### src/rtl/alu_wb_pkg.sv
// Shared constants and the writeback record type for the ALU writeback stage.
// Build option: define ALU_WB_EXC_COUNT_EN to enable the exception event counter.
package alu_wb_pkg;

  localparam int WB_DATA_W = 32;
  localparam int WB_REG_W  = 5;

  localparam logic [2:0] CLS_ALU  = 3'd0;
  localparam logic [2:0] CLS_ADD  = 3'd1;
  localparam logic [2:0] CLS_ADDI = 3'd2;
  localparam logic [2:0] CLS_SUB  = 3'd3;
  localparam logic [2:0] CLS_BNE  = 3'd4;
  localparam logic [2:0] CLS_BLT  = 3'd5;
  localparam logic [2:0] CLS_NOP  = 3'd6;

  localparam logic [WB_REG_W-1:0] RSTATUS_IDX = 5'd30;

  localparam logic [1:0] EXC_ADD  = 2'd1;
  localparam logic [1:0] EXC_ADDI = 2'd2;
  localparam logic [1:0] EXC_SUB  = 2'd3;

  typedef struct packed {
    logic                 wren;
    logic [WB_REG_W-1:0]  rd;
    logic [WB_DATA_W-1:0] data;
    logic                 branch_taken;
    logic                 exc;
  } wb_rec_t;

  localparam int REC_W = $bits(wb_rec_t);

  // Status code written to $rstatus when an arithmetic class overflows.
  function automatic logic [1:0] exc_code(input logic [2:0] cls);
    logic [1:0] code;
    code = 2'd0;
    case (cls)
      CLS_ADD:  code = EXC_ADD;
      CLS_ADDI: code = EXC_ADDI;
      CLS_SUB:  code = EXC_SUB;
      default:  code = 2'd0;
    endcase
    return code;
  endfunction

endpackage

### src/rtl/alu_wb_skid.sv
// Generic 2-entry valid/ready skid buffer: an output register backed by one skid register.
// Handshake: a transfer happens on a side only in a cycle where valid && ready are both high.
module alu_wb_skid #(
  parameter int W = 8
) (
  input  logic         clk,
  input  logic         rst_n,
  input  logic         in_valid,
  output logic         in_ready,
  input  logic [W-1:0] in_data,
  output logic         out_valid,
  input  logic         out_ready,
  output logic [W-1:0] out_data
);

  logic         out_valid_q, out_valid_d;
  logic [W-1:0] out_data_q,  out_data_d;
  logic         skid_valid_q, skid_valid_d;
  logic [W-1:0] skid_data_q,  skid_data_d;
  logic         in_ready_q,   in_ready_d;

  logic in_xfer;
  logic out_xfer;

  assign in_xfer  = in_valid && in_ready_q;
  assign out_xfer = out_valid_q && out_ready;

  always_comb begin
    out_valid_d  = out_valid_q;
    out_data_d   = out_data_q;
    skid_valid_d = skid_valid_q;
    skid_data_d  = skid_data_q;

    if (out_xfer || !out_valid_q) begin
      // Output register is free at this edge: refill from skid first to keep FIFO order.
      if (skid_valid_q) begin
        out_valid_d  = 1'b1;
        out_data_d   = skid_data_q;
        skid_valid_d = 1'b0;
      end else if (in_xfer) begin
        out_valid_d = 1'b1;
        out_data_d  = in_data;
      end else begin
        out_valid_d = 1'b0;
      end
    end else if (in_xfer) begin
      skid_valid_d = 1'b1;
      skid_data_d  = in_data;
    end

    in_ready_d = !skid_valid_d;
  end

  always_ff @(posedge clk or negedge rst_n) begin
    if (!rst_n) begin
      out_valid_q  <= 1'b0;
      out_data_q   <= '0;
      skid_valid_q <= 1'b0;
      skid_data_q  <= '0;
      in_ready_q   <= 1'b1;
    end else begin
      out_valid_q  <= out_valid_d;
      out_data_q   <= out_data_d;
      skid_valid_q <= skid_valid_d;
      skid_data_q  <= skid_data_d;
      in_ready_q   <= in_ready_d;
    end
  end

  assign in_ready  = in_ready_q;
  assign out_valid = out_valid_q;
  assign out_data  = out_data_q;

endmodule

### src/rtl/alu_writeback_stage.sv
// ALU writeback stage: forms a writeback/branch record per ALU result and buffers it.
// Build option: ALU_WB_EXC_COUNT_EN enables the saturating exception counter (else exc_count=0).
module alu_writeback_stage
  import alu_wb_pkg::*;
#(
  parameter int DATA_W = 32,
  parameter int REG_W  = 5,
  parameter int CNT_W  = 16
) (
  input  logic              clock,
  input  logic              reset_n,
  input  logic              in_valid,
  output logic              in_ready,
  input  logic [DATA_W-1:0] in_result,
  input  logic              in_overflow,
  input  logic              in_isNotEqual,
  input  logic              in_isLessThan,
  input  logic [2:0]        in_class,
  input  logic [REG_W-1:0]  in_rd,
  output logic              out_valid,
  input  logic              out_ready,
  output logic              out_wren,
  output logic [REG_W-1:0]  out_rd,
  output logic [DATA_W-1:0] out_data,
  output logic              out_branch_taken,
  output logic              out_exc,
  output logic [CNT_W-1:0]  exc_count
);

  wb_rec_t            rec_d;
  wb_rec_t            rec_out;
  logic [REC_W-1:0]   rec_out_bits;

  always_comb begin
    rec_d = '0;
    case (in_class)
      CLS_ALU: begin
        rec_d.wren = 1'b1;
        rec_d.rd   = in_rd;
        rec_d.data = in_result;
      end
      CLS_ADD, CLS_ADDI, CLS_SUB: begin
        rec_d.wren = 1'b1;
        if (in_overflow) begin
          rec_d.rd   = RSTATUS_IDX;
          rec_d.data = {{(WB_DATA_W-2){1'b0}}, exc_code(in_class)};
          rec_d.exc  = 1'b1;
        end else begin
          rec_d.rd   = in_rd;
          rec_d.data = in_result;
        end
      end
      CLS_BNE: rec_d.branch_taken = in_isNotEqual;
      CLS_BLT: rec_d.branch_taken = in_isLessThan;
      default: rec_d = '0;
    endcase

    // r0 is hard-wired zero; the exception path always targets r30 so it is unaffected.
    if (rec_d.rd == '0) begin
      rec_d.wren = 1'b0;
    end
  end

  alu_wb_skid #(
    .W (REC_W)
  ) u_skid (
    .clk       (clock),
    .rst_n     (reset_n),
    .in_valid  (in_valid),
    .in_ready  (in_ready),
    .in_data   (rec_d),
    .out_valid (out_valid),
    .out_ready (out_ready),
    .out_data  (rec_out_bits)
  );

  assign rec_out          = wb_rec_t'(rec_out_bits);
  assign out_wren         = rec_out.wren;
  assign out_rd           = rec_out.rd;
  assign out_data         = rec_out.data;
  assign out_branch_taken = rec_out.branch_taken;
  assign out_exc          = rec_out.exc;

`ifdef ALU_WB_EXC_COUNT_EN
  logic [CNT_W-1:0] exc_count_q;
  logic [CNT_W-1:0] exc_count_d;

  always_comb begin
    exc_count_d = exc_count_q;
    if (out_valid && out_ready && rec_out.exc && (exc_count_q != {CNT_W{1'b1}})) begin
      exc_count_d = exc_count_q + {{(CNT_W-1){1'b0}}, 1'b1};
    end
  end

  always_ff @(posedge clock or negedge reset_n) begin
    if (!reset_n) begin
      exc_count_q <= '0;
    end else begin
      exc_count_q <= exc_count_d;
    end
  end

  assign exc_count = exc_count_q;
`else
  assign exc_count = '0;
`endif

endmodule
### config.mk
export PLATFORM = sky130hd
export DESIGN_NAME = alu_writeback_stage
export DESIGN_NICKNAME = d
export VERILOG_FILES = /design/src/rtl/alu_wb_pkg.sv /design/src/rtl/alu_wb_skid.sv /design/src/rtl/alu_writeback_stage.sv
export SDC_FILE = /design/constraint.sdc
export NUM_CORES = 1
export LEC_CHECK = 0
export ABC_CLOCK_PERIOD_IN_PS = 2500
export CORE_MARGIN = 2
export CORE_UTILIZATION = 50
export DETAILED_ROUTE_END_ITERATION = 8
export GPL_TIMING_DRIVEN = 0
export MAX_ROUTING_LAYER = met4
export PLACE_DENSITY = 0.84
export SLEW_MARGIN = 0
export SYNTH_ARGS = -nofsm -noshare
export SYNTH_HDL_FRONTEND = slang
export SYNTH_HIERARCHICAL = 1
export SYNTH_SLANG_ARGS = --single-unit
### constraint.sdc
create_clock -name clock -period 2.5 [get_ports clock]
set_input_delay 0.375 -clock clock [delete_from_list [all_inputs] [get_ports clock]]
set_output_delay 0.375 -clock clock [all_outputs]
set_load 0.02 [all_outputs]
[Word-level counts from Yosys, hierarchy flattened]
Index checks and enable logic that the tools add are counted.
Word-level totals
  register bits: 83
  input port bits: 47
  output and inout port bits: 58
  logic and storage cells: 35
Operators by class
  equality and inequality tests: 5
  muxes and demuxes: 13
  bitwise operators: 1
  reduce and logical (&&, ||, !) cells: 11
Operators by type and width (count)
  2-to-1 mux 40 bit: 2
  one-hot mux 38 bit (2 select lines): 1
  2-to-1 mux 37 bit: 1
  2-to-1 mux 1 bit: 7
  equality test 3 x 2 -> 1 bit, second input constant: 2
  equality test 3 bit, second input constant: 2
  one-hot mux 2 bit (3 select lines): 1
  zero test 5 bit: 1
  AND reduction 2 bit: 2
  equality test 3 x 1 -> 1 bit, second input constant: 1
  zero test 3 bit: 1
  OR reduction 3 bit: 1
  logical AND 1 bit: 2
  zero test 1 bit: 2
  one-hot mux 1 bit (2 select lines): 1
  nonzero test 2 bit: 1
  logical OR 1 bit: 1
  NOT 1 bit: 1

[Depth between registers and ports, before layout]
  depth after elaboration: 8
  gate-level depth with buffers: 6
  mapped depth without buffers: 5

[Cells and area by module]
The synthesis kept the hierarchy.
Modules (own cells, without submodules)
  alu_wb_skid: instances 1, cells each 224, area an instance 3947.5 um^2, sequential area each 2078.2 um^2
  alu_writeback_stage: instances 1, cells each 74, area an instance 484.2 um^2, sequential area each 0.0 um^2

[Worst setup path after synthesis]
OpenSTA, ideal clock, no wires.
  path type: input to register
  start point: in in_class[2]
  end point: reg u_skid.out_data_q[10], in the netlist u_skid/out_data[10]
  setup time: 125 ps
  arrival: 1407 ps
  data required time: 2375 ps
  slack: 967 ps
  stages on the path: 6
  buffers on the path: 2
  path through: buf_2 > nor2_8 > buf_6 > and2_1 > mux2_2 > mux2_4
RTL lines
  start: declaration: line alu_writeback_stage.sv:18  | input logic [2:0] in_class,
  end signal: assignment: line alu_wb_skid.sv:63  | out_data_q <= out_data_d;
  end: declaration: line alu_wb_skid.sv:17  | logic [W-1:0] out_data_q, out_data_d;

[Worst setup path after layout]
  start point: reg u_skid.in_ready_q, in the netlist u_skid/in_ready
  end point: out in_ready
RTL lines
  start: declaration: line alu_wb_skid.sv:20  | logic in_ready_q, in_ready_d;
  start signal: assignment: line alu_wb_skid.sv:66  | in_ready_q <= in_ready_d;
  end: declaration: line alu_writeback_stage.sv:13  | output logic in_ready,
No word-level cell between the ends.

==> results.cfg <==
[outcome]
status = finished, final reports clean

[worst_setup_path]
timing.rr.start = u_skid/in_ready$_DFF_PN1_
timing.critical_path.required_ns = 2.12
worstSetupEndpointType = output pin
critPathKind = reg -> out
critical_path.top_delay_family = buffers and inverters
crit_chain = clkdlybuf4s50_1
r2r_setup_slack_ns = 1.00
critical_path_at_ns = 1.54
critical_path.reg2reg.endpoint = u_skid/out_data[36]$_DFFE_PN0P_
largest_fanout_on_the_critical_path = 3
timing.critical_path.from = u_skid/in_ready$_DFF_PN1_
worst_setup_path_start_kind = flip-flop
worstPathBufferInverterCount = 1
worst_path_max_stage_delay_ns = 0.65
worst_r2r_path_depth = 4
critPathSlowestCell = clkdlybuf4s50_1

[route]
wirelength_um = 8340
first_iter_violations = 71
vias = 2539
drc = 0
routed_via_density = 4.84
wire_per_inst_um = 15.9
drt_pre_antenna_iters = 3
antenna_left = 0

[placed_design]
numPortBuffers = 87
gp_congestion = 0.806
place_hpwl_um = 5860

[logic_synthesis]
yosysUniqueCellTypes = 24
seq_area_frac_synth_pct = 46.9
synthesis.instances = 298
synth.ff_latch_count = 83
edff_count_synth = 0
synth_async_sr_flop_share_pct = 100
ys_dominant_reg_cell = dfrtp_1
netlist_area_um2 = 4430
avgSynthCellArea_um2 = 14.9
yosysWarnings = 6

[sta]
finalHoldViolations = 0
fmaxAchievable_mhz = 521
worst_hold_slack_ns = 0.507
min_period_ns = 1.92
timing_max_transition_violations_final = 0
finalCritPeriodShare_pct = 76.8
timing.setup.tns_ns = 0
final-setup-viol-count = 0
rsz_0062_raised_after_global_routing = no
finClkSkew_ns = 0.00947

[grt]
gr-usage-met1_pct = 24.8
grt_use_met3_pct = 3.51
maximum_number_of_pins_on_one_net_before_global_route_repair = 53
number_of_global_route_vias_before_repair = 2721
grt_first_pass_wirelength_um = 13700
grt.busiest_layer = met2
antenna_found_initial = 0
track_usage_pct = 18.3
global_route.usage.met2_pct = 28.7
overflow = 0

[clock_tree]
worstSkewPairLatency_ns = 0.33
h-tree-depth = 3
cts.sink_count = 83
postCtsSetupBuffers = 0
cts_made_buffers = 9
tritoncts = done
max-clock-path-buffers = 2
worst_setup_hold_path_clk_slew_ns = 0.07
ctsRootBufferMaster = clkbuf_8

[floorplan]
fp-row-count = 34
design.portCount = 105
die-width_um = 98.1
design.die.area_um2 = 9630
die_y_um = 98.1
core_area_um2 = 8680
starting_density_of_the_core_pct = 51.1

[power_and_ir_drop]
p_leak_nw = 2.79
powerDensity_nw_per_um2 = 694
max-vdd-ir-drop_v = 0.000445

[final_layout]
syn_to_final_growth_pct = 28.4
fillCellCount = 684
layout_cell_share_with_drive_strength_beyond_1_pct = 42.0
design.final.nets = 460
diodes = 0
postLayoutCoreUtil_pct = 65.6

[min_path]
hold_start = u_skid/skid_data_q[12]$_DFFE_PN0P_
holdCritPathClass = reg -> reg
worstHoldPathCells = 1
worstHoldEndpoint = u_skid/skid_data_q[12]$_DFFE_PN0P_

[flow_run]
timing.max_cap.violations = 0
[cells in the final DEF (no fill, tap or decap)]
master / netlist / routed
clkdlybuf4s50_1: 0 / 86
dfrtp_1: 82 / 82
mux2_4: 80 / 80
mux2_2: 40 / 40
and2_1: 31 / 31
buf_4: 16 / 17
buf_6: 16 / 16
conb_1: 1 / 16
clkbuf_8: 0 / 10
nor2_1: 9 / 9
nand2_1: 5 / 5
a21oi_1: 3 / 3
clkinv_2: 0 / 3
clkbuf_1: 0 / 2
nand2b_1: 2 / 2
buf_2: 1 / 1
o21a_4: 1 / 1
nor2_8: 1 / 1
o21ai_0: 1 / 1
mux2i_1: 1 / 1
nor3b_1: 1 / 1
nor4_1: 1 / 1
dlygate4sd3_1: 0 / 1
a21oi_2: 1 / 1
nor2b_4: 1 / 1
inv_1: 1 / 1
nor2_4: 1 / 1
nand3_4: 1 / 1
dfstp_2: 1 / 1
buf_16: 0 / 1
[sequential cells by signal, summed over array words and instances (netlist names)]
register and cells:
u_skid/in_ready 1, u_skid/out_data 40, u_skid/skid_data_q 40, u_skid/out_valid 1, u_skid/skid_valid_q 1
[cell type report]
type                       count  area [µm²]  share of cell area, %
tap                          108         135                   2.38
clock inverter                 3        15.0                  0.264
sequential                    83        2080                   36.5
inverter                       1        3.75                 0.0660
timing repair buffer          89         906                   15.9
buffer                        33         305                   5.37
clock buffer                  12         145                   2.55
multi-input combinational    196        2100                   36.9
[how the worst max path moves through the flow]
stage | endpoint | depth (start not counted) | slack (ns)
after global placement | u_skid/out_data[24]$_DFFE_PN0P_ | 1 | -1.90
after CTS | in_ready | 1 | 0.55
after floorplan | u_skid/out_data[10]$_DFFE_PN0P_ | 6 | 0.97
after global routing | in_ready | 1 | 0.53
after detailed placement | u_skid/out_data[25]$_DFFE_PN0P_ | 7 | 0.34
final | in_ready | 1 | 0.58
[synth_stat cells (2+ instances only)]
library cell   n  area, µm²
a21oi_1        3       15.0
and2_1        31        194
buf_4         16        120
buf_6         16        180
dfrtp_1       82       2050
mux2_2        40        450
mux2_4        80       1200
nand2_1        5       18.8
nand2b_1       2       12.5
nor2_1         9       33.8
[kinds of logic (layout without fill, tap and decap cells)]
kind of cell | Yosys count | after routing | share of synthesized area (%)
mux | 121 | 121 | 37.5
simple gates | 53 | 53 | 7.57
other cells | 1 | 16 | 0.0846
flops | 83 | 83 | 46.9
compound gates | 6 | 6 | 0.988
buf+inv | 34 | 138 | 6.97
[routing by layer]
metal  share of wire [%]  wire length (µm)
met1                  45              3790
met2                  49              4110
met3                 4.9               407
met4                0.32                27
met5                   0                 0
[metrics by stage]
| step | setup WS (ns) | cells | area [µm²] | power (W) |
|---|---|---|---|---|
| after floorplan | 0.967 | 313 | 4490 | 0.00264 |
| after global placement | -1.90 | 508 | 5490 | 0.00312 |
| after detailed placement | 0.344 | 509 | 5520 | 0.00316 |
| after CTS | 0.553 | 525 | 5690 | 0.00400 |
| after global routing | 0.526 | 525 | 5690 | 0.00415 |
| final | 0.580 | 525 | 5690 | 0.00395 |
[report_power, final]
part	switching, W	total, W	internal (W)
Combinational	0.000544	0.00137	0.000830
Clock	0.000436	0.000815	0.000379
Sequential	0.000154	0.00176	0.00161
Total	0.00113	0.00395	0.00281
[timing repair]
| item | 4_1_cts | 5_1_grt |
|---|---|---|
| hold buffers | 1 | 0 |
| endpoints found under the hold margin | 25 | 0 |
| gates resized for setup | 0 | 0 |
| endpoints found under the setup margin | 0 | 0 |
(Power assumes the default switching activity.)
